File: src/rtl/dma_transfer_ctrl_if.sv
// Host-side control and status bundle for the DMA transfer controller.
// The controller connects through the slave modport; the host/register side uses master.
interface dma_transfer_ctrl_if #(
  parameter int BLK_CNT_W  = 16,
  parameter int BLK_SIZE_W = 12
);
  logic [15:0]           transfer_mode_register;
  logic [BLK_CNT_W-1:0]  block_count_register;
  logic [BLK_SIZE_W-1:0] block_size;
  logic [7:0]            block_gap_control_register;
  logic                  start;
  logic                  abort;
  logic                  word_done;

  logic                  read_transfer_active;
  logic                  write_transfer_active;
  logic                  dma_request;
  logic                  block_done;
  logic                  block_gap_event;
  logic                  transfer_complete;
  logic [BLK_CNT_W-1:0]  blocks_remaining;

  modport master (
    output transfer_mode_register, block_count_register, block_size,
           block_gap_control_register, start, abort, word_done,
    input  read_transfer_active, write_transfer_active, dma_request,
           block_done, block_gap_event, transfer_complete, blocks_remaining
  );

  modport slave (
    input  transfer_mode_register, block_count_register, block_size,
           block_gap_control_register, start, abort, word_done,
    output read_transfer_active, write_transfer_active, dma_request,
           block_done, block_gap_event, transfer_complete, blocks_remaining
  );
endinterface

File: src/rtl/dma_transfer_ctrl.sv
// Block-oriented DMA transfer sequencer: counts bytes per block, tracks remaining
// blocks, and handles block-gap stop/continue, abort and completion.
module dma_transfer_ctrl #(
  parameter int BLK_CNT_W  = 16,
  parameter int BLK_SIZE_W = 12,
  parameter int DATA_BYTES = 4
) (
  input logic                clk,
  input logic                rst,
  dma_transfer_ctrl_if.slave bus
);

  typedef enum logic [1:0] {
    IDLE     = 2'd0,
    ACTIVE   = 2'd1,
    STOPPED  = 2'd2,
    COMPLETE = 2'd3
  } state_e;

  typedef struct packed {
    logic multi;
    logic dir;
    logic cnt_en;
    logic dma_en;
  } ctrl_t;

  localparam int                BYTE_W    = BLK_SIZE_W + 1;
  localparam logic [BYTE_W-1:0] WORD_STEP = BYTE_W'(DATA_BYTES);

  state_e                state_q, state_d;
  ctrl_t                 ctrl_q, ctrl_d, ctrl_new;
  logic [BLK_SIZE_W-1:0] blk_size_q, blk_size_d;
  logic [BYTE_W-1:0]     byte_cnt_q, byte_cnt_d, byte_next;
  logic [BLK_CNT_W-1:0]  blocks_rem_q, blocks_rem_d, rem_after;
  logic                  block_done_q, block_done_d;
  logic                  gap_event_q, gap_event_d;
  logic                  xfer_done_q, xfer_done_d;
  logic                  counted;
  logic                  end_of_block;
  logic                  in_xfer;
  logic                  unused_bits;

  assign ctrl_new = '{multi:  bus.transfer_mode_register[5],
                      dir:    bus.transfer_mode_register[4],
                      cnt_en: bus.transfer_mode_register[1],
                      dma_en: bus.transfer_mode_register[0]};

  // Infinite mode (multi-block without count enable) never decrements.
  assign counted      = !ctrl_q.multi || ctrl_q.cnt_en;
  assign byte_next    = byte_cnt_q + WORD_STEP;
  assign end_of_block = byte_next >= {1'b0, blk_size_q};
  assign rem_after    = (counted && blocks_rem_q != '0) ? blocks_rem_q - BLK_CNT_W'(1)
                                                        : blocks_rem_q;

  // NOTE: every variable is given its default before the case, so no path
  // through this block leaves one unassigned and no latch is inferred.
  always_comb begin
    state_d      = state_q;
    ctrl_d       = ctrl_q;
    blk_size_d   = blk_size_q;
    byte_cnt_d   = byte_cnt_q;
    blocks_rem_d = blocks_rem_q;
    block_done_d = 1'b0;
    gap_event_d  = 1'b0;
    xfer_done_d  = 1'b0;

    if (bus.abort) begin
      state_d      = IDLE;
      ctrl_d       = '0;
      byte_cnt_d   = '0;
      blocks_rem_d = '0;
    end else begin
      unique case (state_q)
        IDLE: begin
          if (bus.start && bus.block_size != '0) begin
            ctrl_d       = ctrl_new;
            blk_size_d   = bus.block_size;
            byte_cnt_d   = '0;
            blocks_rem_d = ctrl_new.multi ? bus.block_count_register : BLK_CNT_W'(1);
            if (ctrl_new.multi && ctrl_new.cnt_en && bus.block_count_register == '0)
              state_d = COMPLETE;
            else
              state_d = ACTIVE;
          end
        end

        ACTIVE: begin
          if (bus.word_done) begin
            if (end_of_block) begin
              byte_cnt_d   = '0;
              block_done_d = 1'b1;
              blocks_rem_d = rem_after;
              // Reaching the final block takes precedence over a gap-stop request.
              if (counted && rem_after == '0) begin
                state_d = COMPLETE;
              end else if (bus.block_gap_control_register[0]) begin
                state_d     = STOPPED;
                gap_event_d = 1'b1;
              end
            end else begin
              byte_cnt_d = byte_next;
            end
          end
        end

        STOPPED: begin
          if (bus.block_gap_control_register[1] && !bus.block_gap_control_register[0])
            state_d = ACTIVE;
        end

        COMPLETE: begin
          state_d     = IDLE;
          xfer_done_d = 1'b1;
        end

        default: state_d = IDLE;
      endcase
    end
  end

  // NOTE: state registers use non-blocking assignments so every flop samples
  // the pre-edge values regardless of evaluation order.
  always_ff @(posedge clk or posedge rst) begin
    if (rst) begin
      state_q      <= IDLE;
      ctrl_q       <= '0;
      blk_size_q   <= '0;
      byte_cnt_q   <= '0;
      blocks_rem_q <= '0;
      block_done_q <= 1'b0;
      gap_event_q  <= 1'b0;
      xfer_done_q  <= 1'b0;
    end else begin
      state_q      <= state_d;
      ctrl_q       <= ctrl_d;
      blk_size_q   <= blk_size_d;
      byte_cnt_q   <= byte_cnt_d;
      blocks_rem_q <= blocks_rem_d;
      block_done_q <= block_done_d;
      gap_event_q  <= gap_event_d;
      xfer_done_q  <= xfer_done_d;
    end
  end

  assign in_xfer = (state_q == ACTIVE) || (state_q == STOPPED);

  assign bus.dma_request           = (state_q == ACTIVE) && ctrl_q.dma_en;
  assign bus.read_transfer_active  = in_xfer && ctrl_q.dir;
  assign bus.write_transfer_active = in_xfer && !ctrl_q.dir;
  assign bus.block_done            = block_done_q;
  assign bus.block_gap_event       = gap_event_q;
  assign bus.transfer_complete     = xfer_done_q;
  assign bus.blocks_remaining      = blocks_rem_q;

  // Register fields this controller does not decode.
  assign unused_bits = ^{bus.transfer_mode_register[15:6],
                         bus.transfer_mode_register[3:2],
                         bus.block_gap_control_register[7:2]};

endmodule

File: src/flat_wrapper.sv
// flat-port wrapper written by rule: the top's interface ports become plain ports
module dma_transfer_ctrl_flat 
#(
  parameter int BLK_CNT_W  = 16,
  parameter int BLK_SIZE_W = 12,
  parameter int DATA_BYTES = 4
)
  (clk, rst, bus_transfer_mode_register, bus_block_count_register, bus_block_size, bus_block_gap_control_register, bus_start, bus_abort, bus_word_done, bus_read_transfer_active, bus_write_transfer_active, bus_dma_request, bus_block_done, bus_block_gap_event, bus_transfer_complete, bus_blocks_remaining);
  dma_transfer_ctrl_if #(.BLK_CNT_W(BLK_CNT_W), .BLK_SIZE_W(BLK_SIZE_W)) bus_i ();
  input logic clk;
  input logic rst;
  input wire logic [$bits(bus_i.transfer_mode_register)-1:0] bus_transfer_mode_register;
  input wire logic [$bits(bus_i.block_count_register)-1:0] bus_block_count_register;
  input wire logic [$bits(bus_i.block_size)-1:0] bus_block_size;
  input wire logic [$bits(bus_i.block_gap_control_register)-1:0] bus_block_gap_control_register;
  input wire logic [$bits(bus_i.start)-1:0] bus_start;
  input wire logic [$bits(bus_i.abort)-1:0] bus_abort;
  input wire logic [$bits(bus_i.word_done)-1:0] bus_word_done;
  output wire logic [$bits(bus_i.read_transfer_active)-1:0] bus_read_transfer_active;
  output wire logic [$bits(bus_i.write_transfer_active)-1:0] bus_write_transfer_active;
  output wire logic [$bits(bus_i.dma_request)-1:0] bus_dma_request;
  output wire logic [$bits(bus_i.block_done)-1:0] bus_block_done;
  output wire logic [$bits(bus_i.block_gap_event)-1:0] bus_block_gap_event;
  output wire logic [$bits(bus_i.transfer_complete)-1:0] bus_transfer_complete;
  output wire logic [$bits(bus_i.blocks_remaining)-1:0] bus_blocks_remaining;
  assign bus_i.transfer_mode_register = bus_transfer_mode_register;
  assign bus_i.block_count_register = bus_block_count_register;
  assign bus_i.block_size = bus_block_size;
  assign bus_i.block_gap_control_register = bus_block_gap_control_register;
  assign bus_i.start = bus_start;
  assign bus_i.abort = bus_abort;
  assign bus_i.word_done = bus_word_done;
  assign bus_read_transfer_active = bus_i.read_transfer_active;
  assign bus_write_transfer_active = bus_i.write_transfer_active;
  assign bus_dma_request = bus_i.dma_request;
  assign bus_block_done = bus_i.block_done;
  assign bus_block_gap_event = bus_i.block_gap_event;
  assign bus_transfer_complete = bus_i.transfer_complete;
  assign bus_blocks_remaining = bus_i.blocks_remaining;
  dma_transfer_ctrl #(.BLK_CNT_W(BLK_CNT_W), .BLK_SIZE_W(BLK_SIZE_W), .DATA_BYTES(DATA_BYTES)) u_core (.clk(clk), .rst(rst), .bus(bus_i));
endmodule
File: config.mk
export PLATFORM = sky130hd
export DESIGN_NAME = dma_transfer_ctrl_flat
export DESIGN_NICKNAME = d
export VERILOG_FILES = /design/src/rtl/dma_transfer_ctrl_if.sv /design/src/rtl/dma_transfer_ctrl.sv /design/src/flat_wrapper.sv
export SDC_FILE = /design/constraint.sdc
export NUM_CORES = 1
export LEC_CHECK = 0
export ABC_AREA = 0
export CORE_UTILIZATION = 54
export DETAILED_ROUTE_END_ITERATION = 12
export PLACE_DENSITY = 0.83
export RECOVER_POWER = 50
export SLEW_MARGIN = 20
export SYNTH_ARGS = -nofsm -noshare
export SYNTH_HDL_FRONTEND = slang
export SYNTH_SLANG_ARGS = --single-unit
File: constraint.sdc
create_clock -name clk -period 6.55 [get_ports clk]
set_input_delay 1.6375 -clock clk [delete_from_list [all_inputs] [get_ports clk]]
set_output_delay 1.6375 -clock clk [all_outputs]
set_load 0.02 [all_outputs]
After elaboration in Yosys (flattened, before gate mapping) --
Index checks and enable logic that the tools add are counted.
Storage, ports and cells: bits in writable memories 0, bits in registers 50, word-level logic and storage cells 86, memories 0, input port bits 57, bits in read-only memories 0, bits in latches 0, output and inout port bits 22
Cells by class: $lt $le $gt $ge 1, shift operators 0, divide/modulo/power cells 0, multipliers 0, equal/unequal tests 8, bitwise operators 1, $add $sub $neg 2, muxes and demuxes 36, reduce and logical (&&, ||, !) cells 27
Operators by type and width (count):
- two-way mux 16 bit | 6
- two-way mux 13 bit | 4
- zero test 16 bit | 2
- case mux 16 bit (2 select lines) | 1
- case mux 13 bit (2 select lines) | 1
- two-way mux 2 bit | 8
- nonzero test 16 bit | 1
- subtractor 16 x 1 -> 16 bit (second input constant) | 1
- adder 13 x 3 -> 13 bit (second input constant) | 1
- greater-or-equal comparator 13 x 12 -> 1 bit | 1
- two-way mux 1 bit | 12
- two-way mux 4 bit | 3
- nonzero test 12 bit | 1
- logical AND 1 bit | 9
- inequality test 3 x 2 -> 1 bit (second input constant) | 3
- case mux 2 bit (4 select lines) | 1
- AND reduction 3 bit | 2
- AND reduction 5 bit | 1
- == test 2 bit (second input constant) | 2
- inequality test 4 x 3 -> 1 bit (second input constant) | 1
- AND reduction 4 bit | 1
- nonzero test 2 bit | 2
- zero test 1 bit | 3
- inequality test 3 bit (second input constant) | 1
- 6 further kinds | 7

Logic depth before layout (Yosys ltp) --
depth in word-level cells 11, gate-level depth with buffers 14, mapped depth without buffers 13

Worst setup path after synthesis --
Ideal clock, no wire load.
path type input to register, from in bus_block_size[2], to reg u_core.blocks_rem_q[1], in the netlist u_core.bus.blocks_remaining[1], stages on the path 8, setup slack 3345 ps, library setup time 83 ps, path buffers 1, arrival 3122 ps, data required time 6467 ps, cells stage by stage nor4_1 -> and3_1 -> a21oi_1 -> a21oi_1 -> or2_2 -> clkbuf_1 -> a21oi_1 -> o22ai_1
Between the ends: longest elaborated chain between the ends 4
RTL lines:
- from (decl) | RTL line flat_wrapper.sv:14 | input wire logic [$bits(bus_i.block_size)-1:0] bus_block_size;
- nonzero test 12 bit | RTL line dma_transfer_ctrl.sv:75 | if (bus.start && bus.block_size != '0) begin
- logical AND 1 bit | RTL line dma_transfer_ctrl.sv:75
- inequality test 3 x 2 -> 1 bit (no source line)
- AND reduction 4 bit (no source line)
- to (signal assigned) | RTL line dma_transfer_ctrl.sv:138 | blocks_rem_q <= blocks_rem_d;
- to (decl) | RTL line dma_transfer_ctrl.sv:34 | logic [BLK_CNT_W-1:0] blocks_rem_q, blocks_rem_d, rem_after;
No other way between the ends. A chain may end at the register's enable or synchronous reset.

Worst setup path after layout --
from in bus_abort, to reg u_core.blocks_rem_q[8], in the netlist u_core.bus.blocks_remaining[8]
Between the ends: longest elaborated chain between the ends 2
RTL lines:
- from (decl) | RTL line flat_wrapper.sv:17 | input wire logic [$bits(bus_i.abort)-1:0] bus_abort;
- inequality test 3 x 2 -> 1 bit (no source line) (tied with other cells)
- AND reduction 4 bit (no source line)
Several ways; a longest one is shown, not always the timed one.

==> metrics.cfg <==
[grt]
antenna_found_initial = 0
grt-ovfl-total = 0
grt_max_degree = 49
grt_pass1_wl_um = 13440
grt_pass1_vias = 2975
grt_usage = 0.2726

[sta]
final-setup-viol-count = 0
timing.final.crit_share = 0.6180
fin_ws_ns = 2.502
slew_headroom = -0.4360
hold_viol_final = 0
max_freq_ghz = 0.2470
tightest_slew_ns = 2.142
grt_setup_unrepaired = false
clock_skew_ns = 0.01409
period_needed_ns = 4.048
drv_slew = 49
setup_tns_ns = 0

[placement]
globalplace.congestion = 0.8849
dp_slack_ns = 2.248
hpwl_um = 5991
io_buffers = 60

[pwr]
power_mw = 1.710
vdd_ir_drop_max_uv = 263.2
cellPowerDensity_nw_per_um2 = 428.8
leakage_nw = 1.718

[route]
route.detailed.drc = 0
vias_per_cell = 6.119
final_antenna_net_count = 0
totalWireLength_um = 8113
wire_per_inst_um = 16.10
drt_pre_antenna_iters = 5
dr_total_vias = 3084
drtIter0Drc = 280

[status]
failed_checks = max-capacitance violations, max-slew violations
status = complete, but fails checks

[yosys]
seq_area_frac_synth = 0.3682
synth-main-ff-cell = dfrtp_1
synth_seq_cells = 48
synth_area_per_cell_um2 = 8.698
yosysTopAreaCellShare = 0.3682
synth-edff-count = 0
ys_types = 62
synth_top_cell_by_area = dfrtp_1
synthesis.area_um2 = 3262
async_flop_share = 1.000
yosysWarnings = 0
synthTopCellsByArea = dfrtp_1 (37%), o21ai_0 (8.3%), ha_1 (6.9%)
synth_cells = 375
synth_fp_nets = 450

[setup_path]
cp_slowest_stage_delay_ns = 0.83
crit_path_start_kind = input pin
crit_path_end_kind = flop
r2r_start = u_core.byte_cnt_q[2]
cp_max_fo = 31
crit_path_start = bus_abort
worst-endpoint-required_ns = 6.73
critPathKind = input pin to flop
cp_cell_sequence = dlygate4sd3_1 > or2b_2 > nor2_1 > o211a_1 > or2_2 > o21bai_1 > o2bb2ai_1
worstPathArrival_ns = 4.22
slowest_stage = dlygate4sd3_1

[cts]
cts_htree_levels = 2
path_clk_slew_ns = 0.08
post-cts-setup-buffers = 0
cts_tree = done
clock_latency_ns = 0.31
postCtsResizedCells = 0
clockBufferDepth = 2
cts_root_buf = clkbuf_8
cts_hold_buf = 0
cts_buffers = 5
cts.sinks = 48

[floorplanning]
die_x_um = 79.72
die_h_um = 79.72
core_um2 = 5675
core.rowCount = 27
pin_count = 79
dieArea_um2 = 6355
start_util = 0.5747

[finish]
diodes = 0
final_layout_size_suffix_gt1_frac = 0.06713
nNetsFinal = 506
utilization = 0.7028
areaGrowthSynthToFinish_pct = 22.29

[min_path]
hold_path.class = flop to flop
hold_start = u_core.byte_cnt_q[12]

[flow_run]
maxCapViolCount = 1

## layer usage
layer	global-route usage	vias to the layer above	share of wire
li1	-	1488	-
met1	0.3530	1435	0.44
met2	0.4479	135	0.48
met3	0.03771	26	0.056
met4	0.1273	0	0.028
met5	0	-	0
## layout by cell type (no fill, tap or decap), types with 3 or more instances in the layout
master / count
or3_1: 3
inv_1: 23
o21ai_0: 54
and2_1: 6
clkdlybuf4s50_1: 51
and3_1: 5
nand2b_1: 3
or2b_2: 3
nor3_1: 4
a32oi_1: 8
nor2_1: 34
nand2_1: 37
dfrtp_1: 48
clkbuf_8: 6
dlygate4sd3_1: 9
nand4_1: 4
o31ai_1: 3
mux2i_1: 5
buf_4: 3
ha_1: 18
a21oi_1: 21
a22oi_1: 4
xor2_1: 3
xnor2_1: 6
nor2b_1: 5
nor4_1: 8
nor4b_1: 3
nand3_1: 8
## critical path, delay by kind of cell
family	cells	cell delay [ns]
buf+inv	1	0.83
compound gates	3	0.62
simple gates	3	1.13
## worst paths after layout
check	slack (ns)	endpoint	cells after the start
worst max-delay path	2.50	u_core.bus.blocks_remaining[8]	7
worst min-delay path	0.52	u_core.byte_cnt_q[12]	1
worst max register to register	3.19	u_core.bus.blocks_remaining[1]	13
worst min register to register	0.52	u_core.byte_cnt_q[12]	1
max in group asynchronous	3.24	u_core.byte_cnt_q[5]	2
min in group asynchronous	2.34	u_core.byte_cnt_q[10]	2
## registers in the layout, indices dropped and copies added (netlist names)
register / cells
u_core.bus.blocks_remaining: 16
u_core.bus.transfer_complete: 1
u_core.bus.block_gap_event: 1
u_core.bus.block_done: 1
u_core.byte_cnt_q: 11
u_core.state_q: 2
u_core.ctrl_q: 4
u_core.blk_size_q: 12
## synth_stat cells (2+ instances only)
master	n
inv_1	24
ha_1	18
dfrtp_1	48
clkbuf_1	11
nand3_1	8
or3_1	3
nand4_1	4
o31ai_1	3
mux2_2	2
nor3_1	4
xnor2_1	6
nor4_1	8
or4_1	2
nor4_4	2
nor4b_1	3
o22ai_1	2
o21ai_0	54
nor2_1	34
o41ai_1	2
a22oi_1	4
xor2_1	3
mux2i_1	5
nand2b_1	3
and3_1	5
nand2_1	37
a21oi_1	21
a31oi_1	2
o32ai_1	2
a32oi_1	8
or2b_2	3
nand4b_1	2
nor2b_1	5
and2_1	6
o21bai_1	2
buf_6	2
## cell type report
class                           count  area, um2
Tap cell                           72      90.09
Multi-Input combinational cell    289       1893
Fill cell                         452       1687
Sequential cell                    48       1201
Inverter                           24      91.34
Timing Repair Buffer               63      623.1
Clock buffer                        8      90.09
## stage by stage
stage	instances	hold WS [ns]	instance area [um2]
finish	504	0.5159	3989
global route	504	0.5365	3989
CTS	504	0.5195	3988
detailed placement	496	0.4945	3897
global placement	496	0.4931	3897
floorplan	375	0.4752	3262
## power by group
| part | switching, mW | total (mW) | internal (mW) |
|---|---|---|---|
| clock | 0.0999 | 0.186 | 0.0863 |
| combinational | 0.602 | 1.02 | 0.419 |
| sequential | 0.117 | 0.503 | 0.386 |
## logic make-up (layout without fill, tap and decap cells)
kind of cell,Yosys count,count (layout),share of synthesized area
buf+inv,38,95,0.05140
compound gates,115,115,0.2183
xor+xnor,9,9,0.02417
simple gates,139,139,0.2420
flops,48,48,0.3682
mux,8,8,0.02685
fa+ha+maj,18,18,0.06905
No activity file was read; power rests on OpenSTA's default activity.
